--- src/rtl/hazard_unit_pkg.sv ---
// rtl/hazard_unit_pkg.sv - shared hazard-vector bit positions, forwarding encodings and record type
package hazard_unit_pkg;

  // Bit positions of the per-instruction register-usage vector from the control unit
  localparam int HAZ_RS_ID  = 7;
  localparam int HAZ_RS_EX  = 6;
  localparam int HAZ_RT_ID  = 5;
  localparam int HAZ_RT_EX  = 4;
  localparam int HAZ_RT_MEM = 3;
  localparam int HAZ_DST_RD = 2;
  localparam int HAZ_DST_RT = 1;
  localparam int HAZ_DST_RA = 0;

  localparam logic [7:0] HAZ_NOP    = 8'h00;
  localparam logic [7:0] HAZ_ALU_R  = 8'b0101_0100;
  localparam logic [7:0] HAZ_LOAD   = 8'b0100_0010;
  localparam logic [7:0] HAZ_STORE  = 8'b0100_1000;
  localparam logic [7:0] HAZ_BRANCH = 8'b1010_0000;

  localparam logic [1:0] FWD_REGFILE = 2'b00;
  localparam logic [1:0] FWD_MEM     = 2'b01;
  localparam logic [1:0] FWD_WB      = 2'b10;

  typedef struct packed {
    logic [4:0] dest;
    logic       is_load;
    logic       is_mul;
  } haz_rec_t;

  localparam haz_rec_t HAZ_BUBBLE = '{dest: 5'd0, is_load: 1'b0, is_mul: 1'b0};

  function automatic logic [4:0] haz_dest(input logic [7:0] sig, input logic [4:0] rt,
                                          input logic [4:0] rd);
    if (sig[HAZ_DST_RD]) return rd;
    else if (sig[HAZ_DST_RT]) return rt;
    else if (sig[HAZ_DST_RA]) return 5'd31;
    else return 5'd0;
  endfunction

  // Register 0 is never a real producer, so it can never match
  function automatic logic haz_match(input logic used, input logic [4:0] src,
                                     input logic [4:0] dest);
    return used && (src != 5'd0) && (src == dest);
  endfunction

endpackage

--- src/rtl/hazard_record_stage.sv ---
// rtl/hazard_record_stage.sv - one pipeline destination record with hold and bubble controls
module hazard_record_stage
  import hazard_unit_pkg::*;
(
  input  logic     clock,
  input  logic     reset,
  input  logic     hold,
  input  logic     bubble,
  input  haz_rec_t d,
  output haz_rec_t q
);

  always_ff @(posedge clock) begin
    if (reset) begin
      q <= HAZ_BUBBLE;
    end else if (!hold) begin
      if (bubble) q <= HAZ_BUBBLE;
      else        q <= d;
    end
  end

endmodule

--- src/rtl/hazard_unit.sv ---
// rtl/hazard_unit.sv - pipeline stall and forwarding-select generation
module hazard_unit
  import hazard_unit_pkg::*;
#(
  parameter int MUL_CYCLES = 3
) (
  input  logic       clock,
  input  logic       reset,
  input  logic [7:0] id_signal_forwarding,
  input  logic [4:0] id_rs,
  input  logic [4:0] id_rt,
  input  logic [4:0] id_rd,
  input  logic       id_mem_read,
  input  logic       id_mul,
  output logic       if_stall,
  output logic       id_stall,
  output logic       ex_stall,
  output logic [1:0] id_fwd_rs_sel,
  output logic [1:0] id_fwd_rt_sel,
  output logic [1:0] ex_fwd_rs_sel,
  output logic [1:0] ex_fwd_rt_sel,
  output logic       mem_fwd_rt_sel
);

  localparam int CW = $clog2(MUL_CYCLES + 1);
  localparam logic [CW-1:0] MUL_LOAD = CW'(MUL_CYCLES - 1);

  haz_rec_t      id_rec, ex_rec, mem_rec, wb_rec;
  logic [CW-1:0] mul_cnt;
  logic [4:0]    ex_store_rt;
  logic          rs_any, rt_any, load_use, id_hazard;
  logic          unused_flags;

  assign id_rec = '{dest:    haz_dest(id_signal_forwarding, id_rt, id_rd),
                    is_load: id_mem_read,
                    is_mul:  id_mul};

  assign unused_flags = ^{ex_rec.is_mul, mem_rec.is_mul, wb_rec.is_load, wb_rec.is_mul};

  hazard_record_stage u_ex_rec (
    .clock  (clock),
    .reset  (reset),
    .hold   (ex_stall),
    .bubble (id_stall),
    .d      (id_rec),
    .q      (ex_rec)
  );

  hazard_record_stage u_mem_rec (
    .clock  (clock),
    .reset  (reset),
    .hold   (1'b0),
    .bubble (ex_stall),
    .d      (ex_rec),
    .q      (mem_rec)
  );

  hazard_record_stage u_wb_rec (
    .clock  (clock),
    .reset  (reset),
    .hold   (1'b0),
    .bubble (1'b0),
    .d      (mem_rec),
    .q      (wb_rec)
  );

  assign rs_any = id_signal_forwarding[HAZ_RS_ID] | id_signal_forwarding[HAZ_RS_EX];
  assign rt_any = id_signal_forwarding[HAZ_RT_ID] | id_signal_forwarding[HAZ_RT_EX];

  // Store data ([3]) is deliberately excluded: it is caught late from WB instead
  assign load_use = ex_rec.is_load &&
                    (haz_match(rs_any, id_rs, ex_rec.dest) ||
                     haz_match(rt_any, id_rt, ex_rec.dest));

  assign id_hazard =
      haz_match(id_signal_forwarding[HAZ_RS_ID], id_rs, ex_rec.dest) ||
      haz_match(id_signal_forwarding[HAZ_RT_ID], id_rt, ex_rec.dest) ||
      (mem_rec.is_load &&
       (haz_match(id_signal_forwarding[HAZ_RS_ID], id_rs, mem_rec.dest) ||
        haz_match(id_signal_forwarding[HAZ_RT_ID], id_rt, mem_rec.dest)));

  assign ex_stall = (mul_cnt != '0);
  assign id_stall = ex_stall | load_use | id_hazard;
  assign if_stall = id_stall;

  always_comb begin
    id_fwd_rs_sel = FWD_REGFILE;
    id_fwd_rt_sel = FWD_REGFILE;
    if (haz_match(id_signal_forwarding[HAZ_RS_ID], id_rs, mem_rec.dest))
      id_fwd_rs_sel = FWD_MEM;
    else if (haz_match(id_signal_forwarding[HAZ_RS_ID], id_rs, wb_rec.dest))
      id_fwd_rs_sel = FWD_WB;
    if (haz_match(id_signal_forwarding[HAZ_RT_ID], id_rt, mem_rec.dest))
      id_fwd_rt_sel = FWD_MEM;
    else if (haz_match(id_signal_forwarding[HAZ_RT_ID], id_rt, wb_rec.dest))
      id_fwd_rt_sel = FWD_WB;
  end

  // EX selects are taken against the producers one stage ahead of the incoming instruction
  function automatic logic [1:0] ex_sel(input logic used, input logic [4:0] src);
    if (haz_match(used, src, ex_rec.dest))       return FWD_MEM;
    else if (haz_match(used, src, mem_rec.dest)) return FWD_WB;
    else                                         return FWD_REGFILE;
  endfunction

  always_ff @(posedge clock) begin
    if (reset) begin
      ex_fwd_rs_sel  <= FWD_REGFILE;
      ex_fwd_rt_sel  <= FWD_REGFILE;
      ex_store_rt    <= 5'd0;
      mem_fwd_rt_sel <= 1'b0;
    end else if (ex_stall) begin
      mem_fwd_rt_sel <= 1'b0;
    end else begin
      mem_fwd_rt_sel <= (ex_store_rt != 5'd0) && (ex_store_rt == mem_rec.dest);
      if (id_stall) begin
        ex_fwd_rs_sel <= FWD_REGFILE;
        ex_fwd_rt_sel <= FWD_REGFILE;
        ex_store_rt   <= 5'd0;
      end else begin
        ex_fwd_rs_sel <= ex_sel(id_signal_forwarding[HAZ_RS_EX], id_rs);
        ex_fwd_rt_sel <= ex_sel(id_signal_forwarding[HAZ_RT_EX], id_rt);
        ex_store_rt   <= id_signal_forwarding[HAZ_RT_MEM] ? id_rt : 5'd0;
      end
    end
  end

  always_ff @(posedge clock) begin
    if (reset)                   mul_cnt <= '0;
    else if (ex_stall)           mul_cnt <= mul_cnt - CW'(1);
    else if (id_mul && !id_stall) mul_cnt <= MUL_LOAD;
  end

endmodule

--- config.mk ---
export PLATFORM = sky130hd
export DESIGN_NAME = hazard_unit
export DESIGN_NICKNAME = d
export VERILOG_FILES = /design/src/rtl/hazard_unit_pkg.sv /design/src/rtl/hazard_record_stage.sv /design/src/rtl/hazard_unit.sv
export SDC_FILE = /design/constraint.sdc
export NUM_CORES = 1
export LEC_CHECK = 0
export ABC_CLOCK_PERIOD_IN_PS = 4900
export CAP_MARGIN = 20
export CORE_UTILIZATION = 40
export CTS_BUF_LIST = sky130_fd_sc_hd__clkbuf_8
export CTS_CLUSTER_SIZE = 40
export DETAILED_ROUTE_END_ITERATION = 16
export PLACE_DENSITY = 0.69
export SLEW_MARGIN = 20
export SYNTH_ARGS = -nofsm -noshare
export SYNTH_HDL_FRONTEND = slang
export SYNTH_HIERARCHICAL = 1
export SYNTH_SLANG_ARGS = --single-unit
--- constraint.sdc ---
create_clock -name clock -period 4.9 [get_ports clock]
set_clock_uncertainty 0.05 [all_clocks]
set_input_delay 1.47 -clock clock [delete_from_list [all_inputs] [get_ports clock]]
set_output_delay 1.47 -clock clock [all_outputs]
set_load 0.02 [all_outputs]
=== Word-level counts from Yosys, hierarchy flattened ===
Index checks and enable logic that the tools add are counted.

* Register bits after elaboration: 29
* Bits of input ports: 27
* Output and inout bits: 12
* Logic and storage cells: 73

* $add $sub $neg: 1
* Equal/unequal tests: 7
* Multiplexer cells: 18
* Bitwise gates (word level): 4
* Reductions and logical operators: 33

{| class="wikitable"
|+ Operators by type and width
! cell !! count
|-
| 5-bit equality test || 7
|-
| 5-bit 2-to-1 mux || 5
|-
| 2-bit 2-to-1 mux || 12
|-
| 1-bit logical AND || 22
|-
| 5-bit nonzero test || 3
|-
| 7-bit 2-to-1 mux || 1
|-
| 1-bit logical OR || 4
|-
| 1-bit OR || 4
|-
| 2-bit nonzero test || 2
|-
| 2-bit OR reduction || 1
|-
| 2-bit by 1-bit subtractor with 2-bit output, second input constant || 1
|-
| 1-bit logical NOT || 1
|}

=== Logic depth before layout (Yosys ltp) ===
Gate-level depths: netlist of the first run.

* Depth after elaboration: 11
* Depth in mapped cells: 10
* Mapped depth without buffers: 7

=== Cells and area by module ===
Netlist of the first run, hierarchy kept.

{| class="wikitable"
|+ By module, submodules not included
! module !! times used !! cells an instance !! area an instance (sq um) !! sequential area each (sq um)
|-
| hazard_unit || 1 || 166 || 1211.2 || 240.2
|-
| hazard_record_stage || 3 || 32 || 281.5 || 140.1
|}

=== Worst setup path after synthesis of the first run ===
Ideal clock, no wire load.

* Path type: input-to-output
* Start point: input port id_rt[1]
* End point: output port if_stall
* Data arrival time: 2976 ps
* Required time: 3380 ps
* Path slack: 404 ps
* Stages on the path: 8
* Path buffers: 3
* Cell sequence: buf_2 -> or2_4 -> nor4_4 -> nor3_1 -> a211oi_2 -> buf_4 -> nand3_1 -> buf_4

* Cells in the longest elaborated chain, start to end: 7
* Elaborated cells on any way between the ends: 16
* Those cells by class: eq/ne (2); bitwise (2); reduce/logical (12)

{| class="wikitable"
|+ RTL lines
! element !! line !! RTL
|-
| from (decl) || hazard_unit.sv:11 || <nowiki>input logic [4:0] id_rt,</nowiki>
|-
| 5-bit nonzero test || hazard_unit_pkg.sv:43 || <nowiki>return used && (src != 5'd0) && (src == dest);</nowiki>
|-
| 1-bit logical AND (2 in series) || hazard_unit_pkg.sv:43 ||
|-
| 1-bit logical OR, on equally long branches || hazard_unit.sv:72, hazard_unit.sv:79 ||
|-
| 1-bit logical AND, on equally long branches || hazard_unit.sv:71, hazard_unit.sv:78 ||
|-
| 1-bit OR / 1-bit logical OR (equally long branches) || hazard_unit.sv:83, hazard_unit.sv:77 ||
|-
| 1-bit OR (*) || hazard_unit.sv:83 || <nowiki>assign id_stall = ex_stall | load_use | id_hazard;</nowiki>
|-
| to (decl) || hazard_unit.sv:15 || <nowiki>output logic if_stall,</nowiki>
|}

Every way passes the cells marked *; elsewhere a longest branch is shown, timed or not.

=== Worst setup path after layout of the first run ===
* Start point: input port id_rt[3]
* End point: output port id_fwd_rt_sel[1]

* Cells in the longest elaborated chain, start to end: 5
* Elaborated cells on any way between the ends: 8
* Those cells by class: eq/ne (2); mux (2); reduce/logical (4)

{| class="wikitable"
|+ RTL lines
! element !! line !! RTL
|-
| 5-bit nonzero test || hazard_unit_pkg.sv:43 ||
|-
| 1-bit logical AND (2 in series) || hazard_unit_pkg.sv:43 ||
|-
| 2-bit 2-to-1 mux || hazard_unit.sv:95 || <nowiki>else if (haz_match(id_signal_forwarding[HAZ_RT_ID], id_rt, wb_rec.dest))</nowiki>
|-
| 2-bit 2-to-1 mux (*) || hazard_unit.sv:93 || <nowiki>if (haz_match(id_signal_forwarding[HAZ_RT_ID], id_rt, mem_rec.dest))</nowiki>
|-
| to (decl) || hazard_unit.sv:19 || <nowiki>output logic [1:0] id_fwd_rt_sel,</nowiki>
|}

Marked as above.

==> impl_metrics.env, run 1 <==
export IMPL_status="finished, violations left"
export IMPL_violations="design-rule violations"
export IMPL_crit_type="in -> out"
export IMPL_slew_headroom=0.536
export IMPL_die_x_um=71.1
export IMPL_cpLargestDelayFamily="buffers and inverters"
export IMPL_insertion_delay_ns=0.29
export IMPL_grt_pass1_vias=1768
export IMPL_io_pins=39
export IMPL_max_stage_delay_ns=0.57
export IMPL_max_cap_violations=0
export IMPL_port_buffers=38
export IMPL_gr_total_overflow=0
export IMPL_crit_reg2reg_launch="u_mem_rec/q[4]$_SDFFE_PP0N_"
export IMPL_num_rows=24
export IMPL_synth_area_mm2=0.00191
export IMPL_dp_slack_ns=-0.165
export IMPL_die_h_um=71.1
export IMPL_clock_path_buffers=2
export IMPL_cp_end_kind="primary output"
export IMPL_path_buf_inv=2
export IMPL_cts_made_buffers=5
export IMPL_cts_clk_slew_worst_paths_ns=0.07
export IMPL_drc=1
export IMPL_finalHoldViolations=0
export IMPL_fmax_ghz=0.210
export IMPL_grt_pass1_wl_um=8070
export IMPL_crit_path_start_kind="input pin"
export IMPL_drv_slew=0
export IMPL_dp_hpwl_um=3720
export IMPL_cts_root_buf="clkbuf_8"
export IMPL_drive_gt1_frac=0.133
export IMPL_cp_arrival_ns=3.24
export IMPL_grt_max_degree=26
export IMPL_viasPerCell=5.10
export IMPL_diodes=0
export IMPL_crit_start="id_rt[3]"
export IMPL_syn_avg_cell_area_um2=7.77
export IMPL_ctsHoldBuffers=0
export IMPL_rsz0062_at_grt="no"
export IMPL_fin_crit_sh=0.971
export IMPL_yosysWarnings=6
export IMPL_finalCriticalPeriod_ns=4.76
export IMPL_place_congestion=0.874
export IMPL_initial_core_util=0.427
export IMPL_synth_cells=246
export IMPL_routed_wl_um=4850
export IMPL_fin_area_mm2=0.00252
export IMPL_setup_ws_ns=0.140
export IMPL_grtUsageTotal=0.211
export IMPL_firstDrtPassIters=10
export IMPL_worst_path_max_delay_cell="clkdlybuf4s50_1"
export IMPL_syn_to_final_growth_pct=31.8
export IMPL_dieArea_mm2=0.00506
export IMPL_p_per_area_mw_per_mm2=343
export IMPL_coreArea_mm2=0.00447
export IMPL_htree_num_levels=2
export IMPL_ir_worst_vdd_v=0.000205
export IMPL_crit_top_cell="nand2_1"
export IMPL_postRouteAntennaNets=0
export IMPL_drtIter0Drc=103
export IMPL_final_nets=328
export IMPL_routedWlPerCell_um=13.8
export IMPL_worstHoldStart="ex_fwd_rs_sel[1]$_SDFFE_PP0N_"
export IMPL_num_vias=1795
export IMPL_antenna_found_initial=0
export IMPL_p_leak_nw=0.969
export IMPL_worst_slew_pin_slew_ns=0.694
export IMPL_numClockSinks=29
export IMPL_hp_class="reg -> reg"
export IMPL_crit_required_ns=3.38
export IMPL_cts_setup_buffers=0
export IMPL_cp_cell_sequence="clkdlybuf4s50_1 > or4_1 > nand2_1 > nor4_1 > nand2_1 > nor3_1 > dlygate4sd2_1"
export IMPL_path_max_fanout=4
export IMPL_cts_tree="built"
export IMPL_dpl_cell_area_mm2=0.00244
export IMPL_post_cts_resized=5
export IMPL_setup_viol=0
[power breakdown]
part	leakage [nW]	internal (mW)	switching, mW	total [mW]
Sequential	0.236	0.272	0.0414	0.314
Clock	0.0439	0.0977	0.0976	0.195
Combinational	0.690	0.160	0.195	0.355
[through the flow]
step / hold slack [ns] / utilization / TNS, ns / instances / total power [mW]
floorplan: 0.396 / - / 0 / 249 / 0.572
global placement: 0.405 / 0.546 / -0.497 / 344 / 0.676
detailed placement: 0.407 / 0.546 / -0.533 / 344 / 0.684
CTS: 0.414 / 0.564 / 0 / 352 / 0.871
global route: 0.453 / 0.563 / 0 / 352 / 0.921
finish: 0.412 / 0.563 / 0 / 352 / 0.864
[cell type report]
class,count,area (µm²)
Clock inverter,3,17.5
Fill cell,406,1960
Tap cell,52,65.1
Sequential cell,29,581
Timing Repair Buffer,64,564
Multi-Input combinational cell,195,1210
Clock buffer,5,68.8
Inverter,4,15.0
[per-layer routing]
layer / wire (µm) / track usage / vias to the layer above
li1: - / - / 936
met1: 2230 / 0.256 / 827
met2: 2410 / 0.363 / 24
met3: 128 / 0.0442 / 8
met4: 79 / 0.0867 / 0
met5: 0 / 0 / -
[worst register-to-register path: stages, from the launching register on]
cell	delay [ns]
dfxtp_1	0.49
xnor2_1	0.16
nand4_1	0.13
nor3_1	0.28
a211oi_2	0.07
buf_4	0.18
a31oi_1	0.30
mux2_1	0.35
[cells in the final DEF (no fill, tap or decap), types with 6 or more instances in the layout]
master           instances
a21oi_1                 18
buf_4                   26
clkdlybuf4s50_1         32
dfxtp_1                 29
nand2_1                 39
nand2b_1                17
nand3_1                  6
nand4_1                 11
nor2_1                   6
nor3_1                   7
o22ai_1                 14
xnor2_1                 21
xor2_1                  13
[final timing paths]
kind	slack, ns	to	cells past startpoint
worst min-delay path	0.41	ex_fwd_rs_sel[1]$_SDFFE_PP0N_	2
worst min register to register	0.41	ex_fwd_rs_sel[1]$_SDFFE_PP0N_	2
worst max register to register	2.79	mul_cnt[1]$_SDFFE_PP0P_	7
worst max-delay path	0.14	id_fwd_rt_sel[1]	7
[flip-flops by register name (all words and copies together) (netlist names)]
register	cells
u_ex_rec/q	6
u_mem_rec/q	6
ex_store_rt	5
u_wb_rec/q	5
ex_fwd_rs_sel	2
ex_fwd_rt_sel	2
mul_cnt	2
mem_fwd_rt_sel	1
Note: power is estimated with default switching activity, not from simulation.
==> run 2: changes to the inputs <==
ABC_CLOCK_PERIOD_IN_PS = 5100   (was 4900)
clock period = 5.1 ns   (was 4.9 ns; I/O delays follow)
==> impl_metrics.env, run 2 (synthesis gave the netlist of run 1 again) <==
export IMPL_firstDrtPassIters=6
export IMPL_routed_wl_um=4730
export IMPL_port_buffers=38
export IMPL_top_regs="u_ex_rec/q x6, u_mem_rec/q x6"
export IMPL_drive_gt1_frac=0.111
export IMPL_clock_path_buffers=2
export IMPL_htree_num_levels=2
export IMPL_cts_root_buf="clkbuf_8"
export IMPL_num_vias=1800
export IMPL_dieArea_mm2=0.00506
export IMPL_viasPerCell=5.17
export IMPL_die_x_um=71.1
export IMPL_setup_viol=0
export IMPL_diodes=0
export IMPL_dp_hpwl_um=3620
export IMPL_crit_type="in -> out"
export IMPL_fin_util=0.557
export IMPL_fin_crit_sh=0.977
export IMPL_worst_path_max_delay_cell="clkdlybuf4s50_1"
export IMPL_num_rows=24
export IMPL_final_cell_mix="39 x nand2_1, 33 x clkdlybuf4s50_1, 29 x dfxtp_1"
export IMPL_fmax_ghz=0.201
export IMPL_cts_clk_slew_worst_paths_ns=0.07
export IMPL_cts_tree="built"
export IMPL_regArea_um2=581
export IMPL_cts_setup_buffers=0
export IMPL_cp_end_kind="primary output"
export IMPL_ir_worst_vdd_v=0.000285
export IMPL_max_stage_delay_ns=0.50
export IMPL_io_pins=39
export IMPL_final_nets=324
export IMPL_cp_arrival_ns=3.40
export IMPL_p_leak_nw=0.954
export IMPL_grt_pass1_wl_um=7950
export IMPL_dpl_cell_count=340
export IMPL_die_h_um=71.1
export IMPL_path_max_fanout=4
export IMPL_fill_cells=422
export IMPL_routedWlPerCell_um=13.6
export IMPL_grt_max_degree=26
export IMPL_hp_class="reg -> reg"
export IMPL_slew_headroom=0.557
export IMPL_coreArea_mm2=0.00447
export IMPL_postRouteAntennaNets=0
export IMPL_fin_cells=348
export IMPL_drtIter0Drc=128
export IMPL_insertion_delay_ns=0.28
export IMPL_multi_input_comb_area_mm2=0.00121
export IMPL_worst_slew_pin_slew_ns=0.662
export IMPL_cp_cell_sequence="clkdlybuf4s50_1 > buf_4 > nor4_4 > nor3_1 > a211oi_2 > nand3_1 > dlygate4sd2_1"
export IMPL_drc=0
export IMPL_final_common_cell="nand2_1"
export IMPL_cts_made_buffers=5
export IMPL_antenna_found_initial=0
export IMPL_grtUsageTotal=0.203
export IMPL_ctsHoldBuffers=0
export IMPL_max_cap_violations=0
export IMPL_grt_pass1_vias=1763
export IMPL_syn_to_final_growth_pct=30.5
export IMPL_initial_core_util=0.427
export IMPL_status="completed"
export IMPL_place_congestion=0.866
export IMPL_gr_total_overflow=0
export IMPL_numClockSinks=29
export IMPL_crit_required_ns=3.52
export IMPL_crit_path_start_kind="input pin"
export IMPL_rsz0062_at_grt="no"
export IMPL_p_per_area_mw_per_mm2=327
export IMPL_finalHoldViolations=0
export IMPL_finalCriticalPeriod_ns=4.98
export IMPL_drv_slew=0
-- run 2: cell count changes in the layout (fill, tap and decap cells not counted), sizes merged --
cell | previous run | this run
buf | 26 | 22
clkbuf | 7 | 5
clkdlybuf4s50 | 32 | 33
clkinvlp | 1 | 0
dlygate4sd2 | 3 | 4
inv | 4 | 5
-- run 2: layout make-up --
class | instances | share of cell area
Tap cell | 52 | 0.0261
Clock buffer | 5 | 0.0276
Multi-Input combinational cell | 195 | 0.484
Sequential cell | 29 | 0.233
Inverter | 4 | 0.00602
Timing Repair Buffer | 60 | 0.218
Clock inverter | 3 | 0.00552
-- run 2: critical path, delay by kind of cell --
family          cells  cell delay, ns
simple gates        3            0.55
buf+inv             3            1.08
compound gates      1            0.24
-- run 2: worst paths after layout --
kind | from | to | slack, ns | cells after the start
max reg2reg | u_mem_rec/q[4]$_SDFFE_PP0N_ | mul_cnt[1]$_SDFFE_PP0P_ | 2.97 | 7
min reg2reg | ex_fwd_rt_sel[1]$_SDFFE_PP0N_ | ex_fwd_rt_sel[1]$_SDFFE_PP0N_ | 0.42 | 2
min | ex_fwd_rt_sel[1]$_SDFFE_PP0N_ | ex_fwd_rt_sel[1]$_SDFFE_PP0N_ | 0.42 | 2
max | id_rt[3] | id_stall | 0.12 | 7
-- run 2: what timing repair did --
action | in CTS | in global routing
cloned | 0 | 0
resized for setup | 4 | 1
setup endpoints to repair | 4 | 1
-- run 2: metal layers --
| layer | vias up | wire [µm] | global-route usage |
|---|---|---|---|
| met2 | 38 | 2300 | 0.339 |
| met1 | 817 | 2180 | 0.250 |
| li1 | 934 | - | - |
| met5 | - | 0 | 0 |
| met3 | 11 | 152 | 0.0413 |
| met4 | 0 | 95 | 0.0978 |
-- run 2: metrics by stage --
step           total power, mW  setup slack (ns)  hold WS, ns  setup TNS, ns  instance area, µm²
2_1_floorplan            0.550             0.484        0.396              0                1920
4_1_cts                  0.818            0.0538        0.420              0                2490
3_3_place_gp             0.639           -0.0295        0.404        -0.0974                2410
6_report                 0.816             0.116        0.416              0                2490
3_5_place_dp             0.646           -0.0647        0.409         -0.205                2410
5_1_grt                  0.861            0.0591        0.441              0                2490
-- run 2: report_power, final --
group	internal, mW	switching (mW)
clock	0.0922	0.0877
sequential	0.262	0.0394
combinational	0.149	0.186
total	0.503	0.313
